### config.mk
export PLATFORM = sky130hd
export DESIGN_NAME = ins_mem_loader
export DESIGN_NICKNAME = d
export VERILOG_FILES = /design/src/rtl/ins_mem_loader.sv
export SDC_FILE = /design/constraint.sdc
export NUM_CORES = 1
export LEC_CHECK = 0
export CORE_MARGIN = 5
export CORE_UTILIZATION = 35
export DETAILED_ROUTE_END_ITERATION = 8
export MAX_ROUTING_LAYER = met4
export PLACE_DENSITY = 0.55
export SLEW_MARGIN = 20
export SYNTH_ARGS = -nofsm -noshare
export SYNTH_HDL_FRONTEND = slang
export SYNTH_SLANG_ARGS = --single-unit
### constraint.sdc
create_clock -name CLK -period 4 [get_ports CLK]
set_input_delay 0.8 -clock CLK [delete_from_list [all_inputs] [get_ports CLK]]
set_output_delay 0.8 -clock CLK [all_outputs]
set_load 0.05 [all_outputs]
### src/rtl/ins_mem_loader.sv
// Boot loader for the byte-addressed instruction memory: each streamed 32-bit word is written
// as four bytes, MSB first, while cpu_hold keeps the CPU in reset until the image is complete.
//   state   | meaning
//   IDLE    | after reset, no load requested yet
//   WAIT    | in_ready high, waiting for the next word
//   WRITE   | emitting the four bytes of the captured word
//   DONE    | load finished, CPU released
module ins_mem_loader #(
  parameter int MEM_BYTES = 64,
  parameter int CNT_W     = 6
) (
  input  logic             CLK,
  input  logic             Reset,
  input  logic             start,
  input  logic [31:0]      base_addr,
  input  logic [CNT_W-1:0] word_count,
  input  logic [31:0]      in_word,
  input  logic             in_valid,
  output logic             in_ready,
  output logic             mem_we,
  output logic [31:0]      mem_addr,
  output logic [7:0]       mem_wdata,
  output logic             busy,
  output logic             done,
  output logic             err_overflow,
  output logic             cpu_hold
);

  localparam logic [1:0] S_IDLE  = 2'd0;
  localparam logic [1:0] S_WAIT  = 2'd1;
  localparam logic [1:0] S_WRITE = 2'd2;
  localparam logic [1:0] S_DONE  = 2'd3;

  localparam logic [31:0] MEM_LIMIT = 32'(MEM_BYTES);

  logic [1:0]       state_q, state_d;
  logic [31:0]      addr_q, addr_d;
  logic [CNT_W-1:0] remaining_q, remaining_d;
  logic [31:0]      word_q, word_d;
  logic [1:0]       byte_idx_q, byte_idx_d;
  logic             mem_we_q, mem_we_d;
  logic [31:0]      mem_addr_q, mem_addr_d;
  logic [7:0]       mem_wdata_q, mem_wdata_d;
  logic             busy_q, busy_d;
  logic             done_q, done_d;
  logic             err_q, err_d;

  logic [31:0]      base_al;
  logic [39:0]      range_end;
  logic             ovf;
  logic [31:0]      room;
  logic [CNT_W-1:0] cnt_clamped;
  logic [1:0]       nxt_idx;

  // Range check is done in 40 bits so a huge base_addr cannot wrap past the limit.
  always_comb begin
    base_al     = base_addr & ~32'd3;
    range_end   = {8'd0, base_al} + {{(38-CNT_W){1'b0}}, word_count, 2'b00};
    ovf         = range_end > {8'd0, MEM_LIMIT};
    room        = (base_al >= MEM_LIMIT) ? 32'd0 : ((MEM_LIMIT - base_al) >> 2);
    cnt_clamped = ovf ? CNT_W'(room) : word_count;
  end

  always_comb begin
    state_d     = state_q;
    addr_d      = addr_q;
    remaining_d = remaining_q;
    word_d      = word_q;
    byte_idx_d  = byte_idx_q;
    mem_we_d    = 1'b0;
    mem_addr_d  = mem_addr_q;
    mem_wdata_d = mem_wdata_q;
    busy_d      = busy_q;
    done_d      = done_q;
    err_d       = err_q;
    nxt_idx     = byte_idx_q + 2'd1;
    case (state_q)
      S_IDLE, S_DONE: begin
        // busy while still in IDLE/DONE means a zero-length load: finish it now.
        if (busy_q) begin
          state_d = S_DONE;
          busy_d  = 1'b0;
          done_d  = 1'b1;
        end else if (start) begin
          addr_d      = base_al;
          remaining_d = cnt_clamped;
          err_d       = ovf;
          done_d      = 1'b0;
          busy_d      = 1'b1;
          if (cnt_clamped != '0) state_d = S_WAIT;
        end
      end
      S_WAIT: begin
        if (in_valid) begin
          word_d      = in_word;
          byte_idx_d  = 2'd0;
          state_d     = S_WRITE;
          mem_we_d    = 1'b1;
          mem_addr_d  = addr_q;
          mem_wdata_d = in_word[31:24];
        end
      end
      S_WRITE: begin
        if (byte_idx_q == 2'd3) begin
          addr_d      = addr_q + 32'd4;
          remaining_d = remaining_q - 1'b1;
          if (remaining_q == CNT_W'(1)) begin
            state_d = S_DONE;
            busy_d  = 1'b0;
            done_d  = 1'b1;
          end else begin
            state_d = S_WAIT;
          end
        end else begin
          byte_idx_d  = nxt_idx;
          mem_we_d    = 1'b1;
          mem_addr_d  = addr_q + 32'(nxt_idx);
          mem_wdata_d = 8'(word_q >> (5'd24 - {nxt_idx, 3'b000}));
        end
      end
      default: state_d = S_IDLE;
    endcase
  end

  always_ff @(posedge CLK) begin
    if (!Reset) begin
      state_q     <= S_IDLE;
      addr_q      <= '0;
      remaining_q <= '0;
      word_q      <= '0;
      byte_idx_q  <= '0;
      mem_we_q    <= 1'b0;
      mem_addr_q  <= '0;
      mem_wdata_q <= '0;
      busy_q      <= 1'b0;
      done_q      <= 1'b0;
      err_q       <= 1'b0;
    end else begin
      state_q     <= state_d;
      addr_q      <= addr_d;
      remaining_q <= remaining_d;
      word_q      <= word_d;
      byte_idx_q  <= byte_idx_d;
      mem_we_q    <= mem_we_d;
      mem_addr_q  <= mem_addr_d;
      mem_wdata_q <= mem_wdata_d;
      busy_q      <= busy_d;
      done_q      <= done_d;
      err_q       <= err_d;
    end
  end

  assign in_ready     = (state_q == S_WAIT);
  assign mem_we       = mem_we_q;
  assign mem_addr     = mem_addr_q;
  assign mem_wdata    = mem_wdata_q;
  assign busy         = busy_q;
  assign done         = done_q;
  assign err_overflow = err_q;
  assign cpu_hold     = ~done_q;

endmodule

Word level (Yosys, flattened, before mapping) --
Cells that the tools add are included.
Storage, ports and cells: register bits 118, bits in writable memories 0, logic and storage cells 87, output and inout port bits 46, bits in latches 0, memories kept 0, memory bits (read-only) 0
Cells by class: bitwise logic cells 2, add/sub/neg operators 7, $lt $le $gt $ge 2, div/mod/pow operators 0, equal/unequal tests 13, shift operators 1, reductions and logical operators 12, multiply operators 0, mux-type cells 39
Operators with widths (count):
- two-way mux 32 bit | 5
- one-hot mux 32 bit (2 select lines) | 2
- adder 32 x 8 -> 33 bit | 1
- greater-than comparator 33 x 7 -> 1 bit, second input constant | 1
- adder 32 x 2 -> 32 bit | 1
- adder 32 x 3 -> 32 bit, second input constant | 1
- >= comparator 32 x 7 -> 1 bit, second input constant | 1
- right shift 32 x 5 -> 8 bit | 1
- two-way mux 6 bit | 5
- two-way mux 2 bit | 8
- two-way mux 8 bit | 2
- one-hot mux 8 bit (2 select lines) | 1
- != test 2 bit, second input constant | 6
- one-hot mux 6 bit (2 select lines) | 1
- AND reduction 4 bit | 3
- two-way mux 1 bit | 10
- AND reduction 3 bit | 3
- subtractor 7 x 8 -> 8 bit, first input constant | 1
- equality test 2 bit, second input constant | 3
- equality test 6 x 1 -> 1 bit, second input constant | 1
- != test 3 bit, second input constant | 2
- one-hot mux 1 bit (2 select lines) | 3
- one-hot mux 2 bit (3 select lines) | 1
- nonzero test 6 bit | 1
- 10 further kinds | 12

Logic depth before layout (Yosys ltp) --
depth after elaboration 8, gate-level depth with buffers 11

Least setup slack after synthesis --
OpenSTA, ideal clock, no wires.
kind input to register, start point input base_addr[2], end point register state_q[1], stages 11, arrival time 3.391 ns, setup slack 0.494 ns, buffers on the path 0, path through ha_1 > fa_1 > a21o_1 > and4_1 > or2_1 > a311oi_1 > a32oi_1 > nor4_2 > a31oi_1 > a211o_1 > a31o_1
On the way: word-level cells in the longest chain between the ends 6, elaborated cells between the ends (all ways) 9
Ends and longest elaborated chain:
- from (decl) | line 15 | input logic [31:0] base_addr,
- adder 32 x 8 -> 33 bit (tied with other cells) | line 58 | range_end = {8'd0, base_al} + {{(38-CNT_W){1'b0}}, word_count, 2'b00};
- greater-than comparator 33 x 7 -> 1 bit / two-way mux 6 bit (equally long branches) | line 59, 60
- two-way mux 6 bit * | line 61 | cnt_clamped = ovf ? CNT_W'(room) : word_count;
- nonzero test 6 bit * | line 90 | if (cnt_clamped != '0) state_d = S_WAIT;
- != test 3 bit (no source line) *
- AND reduction 4 bit (no source line) *
- to (signal assigned) | line 139 | state_q <= state_d;
- to (decl) | line 36 | logic [1:0] state_q, state_d;
Mark *: on every way between the ends. The rest lies on a longest branch, timed or not. A chain may end at the register's enable or synchronous reset.

Worst setup path in the final report --
Ends and elaborated chain as after synthesis.

==> flow_summary_export.csv <==
group,metric,value,unit
setup_path,cp_slowest_stage_delay,0.43,ns
clocking,cts_max_level,4,
clocking,path_clk_slew,0.06,ns
finish,final_net_count,1089,
yosys,syn_area,0.00662,sq mm
grt,grt_pass1_wl,32900,microns
sta,worst_slew_pin_slew,0.947,ns
power_and_ir_drop,pwr-share-comb,0.429,
power_and_ir_drop,p_switching,2.39,mW
yosys,synth-edff-count,0,
routing,vias,6591,
yosys,ys_types,65,
setup_path,crit_fanout,4,
place,io_buffers,117,
finish,drive_above_1_share,0.102,
clocking,cts_tree,"built",
routing,routed_wl,20300,microns
routing,drt_iter0_markers,385,
sta,slew_headroom,0.367,
run_status,status,"finished clean",
die,core-area,0.0186,sq mm
power_and_ir_drop,p_per_area,640,mW/mm^2
sta,finalWorstSetupSlack,0.235,ns
sta,fmax,266,MHz
sta,final_hold_viol_count,0,
finish,diodes,0,
finish,seq_area,0.00232,sq mm
yosys,synth_area_leaders,"dfxtp_1, nand2_1, a21oi_1, nor2_1, a211oi_1",
clocking,postCtsHoldBufs,0,
finish,finish.cell_count_without_fillers,1246,
setup_path,required,4.30,ns
clocking,postCtsResizedCells,0,
setup_path,slowest_stage,"clkdlybuf4s50_1",
yosys,syn_inst,878,
yosys,yosysMostFrequentCell,"nand2_1",
power_and_ir_drop,irDropWorstVdd,0.000500,V
routing,wl_per_cell,16.3,microns
run,max_cap_viol_count,0,
power_and_ir_drop,internal_power,3.25,mW
finish,syn_to_final_growth,33.2,%
sta,rsz0062_at_grt,"false",
sta,whs,0.448,ns
setup_path,cp-start-kind,"primary input",
place,dp.cells,1214,
die,std_cell_rows,50,
yosys,syn_nets,968,
yosys,ys.flop_type,"dfxtp_1",
grt,grt.overflow.total,0,
yosys,ys_seq_elements,116,
die,initial_utilization,0.355,
power_and_ir_drop,clock_power_share,0.279,
sta,finalClockSkew,0.00779,ns
power_and_ir_drop,p_seq_frac,0.292,
routing,dr.pass1.iters,5,
clocking,clock_path_buffers,2,
place,gp_congestion,0.829,
sta,period_minus_slack,3.77,ns
yosys,synth_top_area_frac,0.351,
setup_path,critical_path_arrival,4.07,ns
routing,ant_nets,0,
grt,antenna_found_initial,0,
power_and_ir_drop,total_power,5.64,mW
routing,viasPerCell,5.29,
clocking,post_cts_buffers,0,
yosys,yosys-top-cells-count,"nand2_1, dfxtp_1, a21oi_1",
finish,fill_cells,1929,
grt,grt_max_degree,92,
yosys,syn_avg_cell_area,7.53,sq um
setup_path,endpoint_kind,"flop",
sta,finalCritPeriodShare,0.941,
yosys,yosysWarningCount,0,
finish,multi_input_area,0.00399,sq mm
place,dp_slack,-0.167,ns
die,pin_count,120,
clocking,cts-root-buf,"clkbuf_16",
setup_path,worstPathCellList,"clkdlybuf4s50_1, ha_1, fa_1, a21o_1, and4_1, or2_1, a311oi_1, a32oi_1, nor4_2, buf_4, a31oi_1, a211o_1, a31o_1",
setup_path,crit_type,"in2reg",
grt,gr-usage-all-layers,0.190,
routing,drc_errors,0,
clocking,numCtsBuffers,17,
sta,setup_violations,0,
clocking,clock_latency,0.41,ns
yosys,ys_seq_area_frac,0.351,
power_and_ir_drop,leakage,3.07,nW
clocking,cts_num_sinks,116,
place,dp_hpwl,14800,microns
yosys,yosysTopAreaCell,"dfxtp_1",
grt,grt_pass1_vias,6424,
yosys,async_flop_share,0,
sta,slew_violations,0,
die,dieArea,0.0218,sq mm
worst_hold_path,hold_path_class,"reg2reg",
die,chipWidth,147,microns
power_and_ir_drop,swShare,0.424,
die,chipHeight,147,microns
## sequential cells by signal (all words and copies together), names as in the netlist
| signal | cells |
|---|---|
| done | 1 |
| addr_q | 30 |
| mem_addr | 32 |
| word_q | 32 |
| byte_idx_q | 2 |
| busy | 1 |
| state_q | 2 |
| remaining_q | 6 |
| mem_wdata | 8 |
| mem_we | 1 |
| err_overflow | 1 |
## final timing paths
kind                            slack, ns  cells after the start                 startpoint                   endpoint
worst max-delay path                 0.23                     13               base_addr[2]    state_q[1]$_SDFFE_PN0P_
worst min-delay path                 0.45                      2  mem_addr[17]$_SDFFE_PN0P_  mem_addr[17]$_SDFFE_PN0P_
worst min register to register       0.45                      2  mem_addr[17]$_SDFFE_PN0P_  mem_addr[17]$_SDFFE_PN0P_
worst max register to register       1.13                     10     addr_q[2]$_SDFFE_PN0P_    addr_q[24]$_SDFFE_PN0P_
## cell type report
class | count | area share
Inverter | 25 | 0.0106
Clock inverter | 15 | 0.0212
Clock buffer | 17 | 0.0483
Timing Repair Buffer | 159 | 0.170
Multi-Input combinational cell | 680 | 0.453
Sequential cell | 116 | 0.264
Tap cell | 234 | 0.0332
## routing by layer
layer	GRT usage	wire (microns)
met4	0.0438	272
met2	0.327	10100
met3	0.0389	656
met5	-	0
met1	0.230	9210
## cells in the final DEF, fill, tap and decap left out, types with 6 or more instances in the layout
cell,instances
a211oi_1,26
a21oi_1,110
a22oi_1,6
a311oi_1,9
and2_1,16
and3_1,6
buf_4,41
clkbuf_16,17
clkdlybuf4s50_1,117
dfxtp_1,116
ha_1,14
inv_1,24
mux2i_1,17
mux4_2,8
nand2_1,148
nand2b_1,7
nand3_1,25
nand4_1,12
nor2_1,86
nor2b_1,6
nor3_1,30
nor4_1,8
o211ai_1,6
o21ai_0,35
o22ai_1,14
or3_1,16
xnor2_1,11
xor2_1,9
## power groups by stage
stage	combinational (mW)	clock, mW	sequential [mW]
finish	2.42	1.57	1.65
global route	2.67	1.67	1.69
CTS	2.44	1.60	1.65
detailed placement	2.43	0	1.67
global placement	2.42	0	1.67
floorplan	1.33	0	1.99
## per-stage QoR
step | area, sq um | util | TNS [ns]
after floorplan | 6620 | - | 0
after global placement | 8200 | 0.440 | -0.374
after detailed placement | 8200 | 0.440 | -0.708
after CTS | 8810 | 0.473 | 0
after global routing | 8810 | 0.473 | 0
final | 8810 | 0.473 | 0
## critical path, delay by kind of cell
kind            cells  cell delay [ns]
buf+inv             2             0.60
compound gates      6             1.24
fa+ha+maj           2             0.65
simple gates        3             0.80
## logic make-up (layout without fill, tap and decap cells)
| family | Yosys count | count (layout) | synth area share |
|---|---|---|---|
| AOI/OAI and AO/OA | 236 | 236 | 0.216 |
| xor gates and xnor gates | 20 | 20 | 0.0265 |
| adders and majority gates | 16 | 16 | 0.0314 |
| buffers and inverters | 82 | 216 | 0.0475 |
| DFF | 116 | 116 | 0.351 |
| muxes | 26 | 26 | 0.0547 |
| other | 1 | 1 | 0.000567 |
| and+or+nand+nor | 381 | 381 | 0.272 |
No activity file was read; power rests on OpenSTA's default activity.
